`src/rtl/wb_stage_pipe.sv`:
```
// Registered write-back stage: decodes IR, picks ALUo / extracted LMD / NPC as
// write data, drives the register-file write port one cycle after accept,
// flags misaligned loads and counts retired instructions.
module wb_stage_pipe #(
    parameter int DATA_W   = 32,
    parameter int LINK_REG = 31,
    parameter int CNT_W    = 32
) (
    input  logic              clk,
    input  logic              rst,
    input  logic              in_valid,
    input  logic              hold,
    output logic              in_ready,
    input  logic [DATA_W-1:0] LMD,
    input  logic [DATA_W-1:0] ALUo,
    input  logic [31:0]       IR,
    input  logic [DATA_W-1:0] NPC,
    output logic              WB_Write,
    output logic [4:0]        WB_Addr,
    output logic [DATA_W-1:0] WB_Data,
    output logic              WB_Err,
    output logic [31:0]       Err_IR,
    output logic [CNT_W-1:0]  Retired
);

    localparam logic [5:0] OP_RTYPE = 6'b000000;
    localparam logic [5:0] OP_JAL   = 6'b000011;
    localparam logic [5:0] OP_LB    = 6'b100000;
    localparam logic [5:0] OP_LH    = 6'b100001;
    localparam logic [5:0] OP_LW    = 6'b100011;
    localparam logic [5:0] OP_LBU   = 6'b100100;
    localparam logic [5:0] OP_LHU   = 6'b100101;

    function automatic logic [DATA_W-1:0] ext8(input logic [7:0] b, input logic sgn);
        return {{(DATA_W-8){sgn & b[7]}}, b};
    endfunction

    function automatic logic [DATA_W-1:0] ext16(input logic [15:0] h, input logic sgn);
        return {{(DATA_W-16){sgn & h[15]}}, h};
    endfunction

    logic [5:0] opcode;
    logic [5:0] funct;
    logic [4:0] rt;
    logic [4:0] rd;
    logic       accept;
    logic       unused_ir_bits;

    assign opcode         = IR[31:26];
    assign funct          = IR[5:0];
    assign rt             = IR[20:16];
    assign rd             = IR[15:11];
    assign in_ready       = !hold;
    assign accept         = in_valid && !hold;
    assign unused_ir_bits = ^{IR[25:21], IR[10:6]};

    logic              dec_writes;
    logic [4:0]        dec_dst;
    logic [DATA_W-1:0] dec_data;
    logic              dec_mis;
    logic [7:0]        sel_byte;
    logic [15:0]       sel_half;

    // Decode IR into destination, write data (with sub-word extraction) and alignment fault
    always_comb begin
        dec_writes = 1'b0;
        dec_dst    = 5'd0;
        dec_data   = ALUo;
        dec_mis    = 1'b0;
        case (ALUo[1:0])
            2'd0:    sel_byte = LMD[31:24];
            2'd1:    sel_byte = LMD[23:16];
            2'd2:    sel_byte = LMD[15:8];
            default: sel_byte = LMD[7:0];
        endcase
        sel_half = ALUo[1] ? LMD[15:0] : LMD[31:16];
        if (opcode == OP_RTYPE) begin
            if ((funct[5:3] == 3'b100) || (funct == 6'b101010) || (funct == 6'b101011) ||
                (funct == 6'b000000) || (funct == 6'b000010) || (funct == 6'b000011)) begin
                dec_writes = 1'b1;
                dec_dst    = rd;
            end
        end else if (opcode[5:3] == 3'b001) begin
            dec_writes = 1'b1;
            dec_dst    = rt;
        end else if (opcode == OP_LW) begin
            dec_writes = 1'b1;
            dec_dst    = rt;
            dec_data   = LMD;
            dec_mis    = (ALUo[1:0] != 2'b00);
        end else if ((opcode == OP_LB) || (opcode == OP_LBU)) begin
            dec_writes = 1'b1;
            dec_dst    = rt;
            dec_data   = ext8(sel_byte, opcode == OP_LB);
        end else if ((opcode == OP_LH) || (opcode == OP_LHU)) begin
            dec_writes = 1'b1;
            dec_dst    = rt;
            dec_data   = ext16(sel_half, opcode == OP_LH);
            dec_mis    = ALUo[0];
        end else if (opcode == OP_JAL) begin
            dec_writes = 1'b1;
            dec_dst    = 5'(LINK_REG);
            dec_data   = NPC;
        end
    end

    logic              wb_write_d, wb_write_q;
    logic [4:0]        wb_addr_d,  wb_addr_q;
    logic [DATA_W-1:0] wb_data_d,  wb_data_q;
    logic              wb_err_d,   wb_err_q;
    logic [31:0]       err_ir_d,   err_ir_q;
    logic [CNT_W-1:0]  retired_d,  retired_q;
    logic              do_write;
    logic              do_err;

    // Next-state: write port updates only on a real write; fault and counter on accept
    always_comb begin
        do_write   = accept && dec_writes && !dec_mis && (dec_dst != 5'd0);
        do_err     = accept && dec_mis;
        wb_write_d = do_write;
        wb_addr_d  = wb_addr_q;
        wb_data_d  = wb_data_q;
        wb_err_d   = do_err;
        err_ir_d   = err_ir_q;
        retired_d  = retired_q;
        if (do_write) begin
            wb_addr_d = dec_dst;
            wb_data_d = dec_data;
        end
        if (do_err) begin
            err_ir_d = IR;
        end
        if (accept) begin
            retired_d = retired_q + 1'b1;
        end
    end

    // Output registers; reset wins over a coinciding accept
    always_ff @(posedge clk) begin
        if (rst) begin
            wb_write_q <= 1'b0;
            wb_addr_q  <= 5'd0;
            wb_data_q  <= '0;
            wb_err_q   <= 1'b0;
            err_ir_q   <= 32'd0;
            retired_q  <= '0;
        end else begin
            wb_write_q <= wb_write_d;
            wb_addr_q  <= wb_addr_d;
            wb_data_q  <= wb_data_d;
            wb_err_q   <= wb_err_d;
            err_ir_q   <= err_ir_d;
            retired_q  <= retired_d;
        end
    end

    assign WB_Write = wb_write_q;
    assign WB_Addr  = wb_addr_q;
    assign WB_Data  = wb_data_q;
    assign WB_Err   = wb_err_q;
    assign Err_IR   = err_ir_q;
    assign Retired  = retired_q;

endmodule

```
`config.mk`:
```
export PLATFORM = sky130hd
export DESIGN_NAME = wb_stage_pipe
export DESIGN_NICKNAME = d
export VERILOG_FILES = /design/src/rtl/wb_stage_pipe.sv
export SDC_FILE = /design/constraint.sdc
export NUM_CORES = 1
export LEC_CHECK = 0
export CAP_MARGIN = 20
export CORE_MARGIN = 4
export CORE_UTILIZATION = 29
export DETAILED_ROUTE_END_ITERATION = 16
export HOLD_SLACK_MARGIN = 0.12
export MAX_ROUTING_LAYER = met4
export PLACE_DENSITY = 0.63
export REMOVE_ABC_BUFFERS = 1
export SETUP_SLACK_MARGIN = 0.1
export SYNTH_ARGS = -nofsm -noshare
export SYNTH_HDL_FRONTEND = slang
export SYNTH_SLANG_ARGS = --single-unit
```
`constraint.sdc`:
```
create_clock -name clk -period 7.3 [get_ports clk]
set_input_delay 1.46 -clock clk [delete_from_list [all_inputs] [get_ports clk]]
set_output_delay 1.46 -clock clk [all_outputs]
set_load 0.005 [all_outputs]
```
==> impl_metrics.ini <==
[run_status]
status = complete, no violations

[detailed_routing]
wl_per_cell_um = 19.4
drc = 0
viasPerCell = 5.40
ant_nets = 0
drt-total-wl_um = 22800
dr.pass1.iters = 5
vias = 6352
drt_iter0_drc = 312

[critical_path]
crit_chain = clkdlybuf4s50_1 -> or4_4 -> a21oi_2 -> and3_1 -> a211oi_4 -> buf_4 -> nand2b_4 -> o41ai_1
arrival_ps = 4600
slowest_stage = or4_4
crit_type = input port to flip-flop
crit_fanout = 36
end_kind = flip-flop
critPathMaxStageDelay_ps = 670
worstPathRequired_ps = 7550
cp-start-kind = input port

[synth]
ys_async_sr_fraction_pct = 0
synth_flop_cell = dfxtp_1
synth_seq_cells = 103
synth_area_leaders = dfxtp_1 35%, mux2i_1 6.4%, nor2_1 6.0%, nand2_1 4.0%, o211ai_1 3.2%
synth_top_area_cell = dfxtp_1
yosysUniqueCellTypes = 59
synth_edf_count = 0
syn_inst = 710
ys_seq_area_share_pct = 34.7
synth_warnings = 0
syn_avg_cell_area_um2 = 8.37
syn_area_mm2 = 0.00594
yosysTopAreaCellShare_pct = 34.7

[global_routing]
first_global_vias = 6055
grt_max_degree = 63
grt_pass1_wl_um = 34400
grt_overflow = 0
antenna_found_initial = 1
grt_use_total_pct = 19.8

[clocking]
clock_latency_ps = 350
cts_buffers = 9
cts_tree = built
cts-hold-fix-buffers = 0
cts-root-buf = clkbuf_16
cts_num_sinks = 103
clk_pin_slew_ps = 80
cts_resized = 0
clock_path_buffers = 2
cts_setup_buffers = 0
cts_max_level = 3

[sta]
rsz0062_at_grt = false
fin_crit_sh_pct = 59.6
hold_ws_ps = 447
slew_headroom_pct = 28.8
setup_viol = 0
clock_skew_ps = 4.17
hold_viol_final = 0
tns_ps = 0
report.final.slew_viol_count = 0
fmax_ghz = 0.230
timing.final.crit_period_ps = 4350
worst_slack_ps = 2950
worst_pin_slew_ps = 1070

[pwr]
pwr-share-comb_pct = 17.1
leakagePower_nw = 3.15
p_per_area_mw_per_mm2 = 150
sw_frac_of_total_pct = 25.7
power.share.sequential_pct = 43.9
peakVddDrop_uv = 73.9
clkPwrFrac_pct = 39.0
intPower_uw = 971
p_sw_uw = 336

[layout]
layout_common_cells = 234 x clkdlybuf4s50_1, 103 x dfxtp_1, 95 x nor2_1, 63 x nand2_1, 38 x mux2i_1
n_fill_cell = 2008
layout.cells.non_filler = 1176
layout_commonest_cell = clkdlybuf4s50_1
nNetsFinal = 1033
syn2layout_area_growth_pct = 47.1
multiInputGateArea_mm2 = 0.00353
drive_gt1_share_pct = 6.74
ff_latch_area_mm2 = 0.00206

[floorplan]
rows = 52
die_area_mm2 = 0.0229
fp.coreArea_mm2 = 0.0202
io_pins = 236
die-height_um = 151
die_w_um = 151
start_util_pct = 29.5

[placement]
pre_cts_ws_ps = 2270
hpwl_um = 16000
io_buffers = 235
gp_congestion = 0.875
dp_cells = 1158

[job]
maxCapViolations = 0

[hold_path]
hold_path.class = flip-flop to flip-flop
## Yosys cell counts (all sizes together) (13+ instances only)
cell    instances
a211oi         25
xnor2          18
o41ai          17
inv            20
a21oi          26
mux2i          38
dfxtp         103
buf            20
clkbuf         45
nor2           96
o22ai          24
a31oi          24
o211ai         25
o21ai          18
or3            13
nand2          65
## metal layers
metal  wire [um]  vias up  share of wire [%]  track usage, %
li1            -     3019                  -               -
met1        9890     2964                 43            26.0
met2       10300      329                 45            29.9
met3        2040       40                8.9            4.46
met4         561        0                2.5            7.39
met5           0        -                  0               -
## metrics by stage
step           area (um2)  power (mW)  utilization, %
2_1_floorplan        5650       0.664               -
3_3_place_gp         8410       0.807            41.7
3_5_place_dp         8410       0.808            41.7
6_report             8740        1.31            43.3
4_1_cts              8720        1.32            43.2
5_1_grt              8740        1.36            43.3
## power by group through the flow
stage / clock network [mW] / registers (mW) / logic, mW
2_1_floorplan: 0 / 0.586 / 0.0780
3_3_place_gp: 0 / 0.586 / 0.221
3_5_place_dp: 0 / 0.586 / 0.222
4_1_cts: 0.526 / 0.573 / 0.223
5_1_grt: 0.547 / 0.574 / 0.239
6_report: 0.510 / 0.573 / 0.224
## kinds of logic after synthesis
kind of cell	count (synthesis)	share of synthesized area [%]
buffers and inverters	85	6.27
AO/OA/AOI/OAI	194	24.6
AND/OR/NAND/NOR	251	20.2
adder cells (fa/ha/maj)	1	0.210
XOR/XNOR	24	3.54
multiplexers	52	10.6
flip-flops	103	34.7
## critical path: cells and delay by family
| kind | cells | cell delay (ps) |
|---|---|---|
| buffers and inverters | 2 | 910 |
| and+or+nand+nor | 3 | 1490 |
| AOI/OAI and AO/OA | 3 | 700 |
## layout make-up
class	count	share of cell area, %
tap	270	3.86
inverter	20	0.859
sequential	103	23.6
clock inverter	4	0.601
antenna	1	0.0286
timing repair buffer	244	27.8
multi-input combinational	522	40.3
clock buffer	12	2.93
## flip-flops by register name, summed over array words and instances, names as in the netlist
register	cells
WB_Addr	5
Retired	32
WB_Write	1
Err_IR	32
WB_Err	1
WB_Data	32
## final timing paths
path / depth (start not counted) / startpoint / to / slack, ps
max: 8 / IR[28] / WB_Data[15] / 2950
min: 2 / Err_IR[31] / Err_IR[31] / 450
max reg2reg: 6 / Retired[10] / Retired[31] / 5030
min reg2reg: 2 / Err_IR[31] / Err_IR[31] / 450
Power figures use the tool's default switching activity.
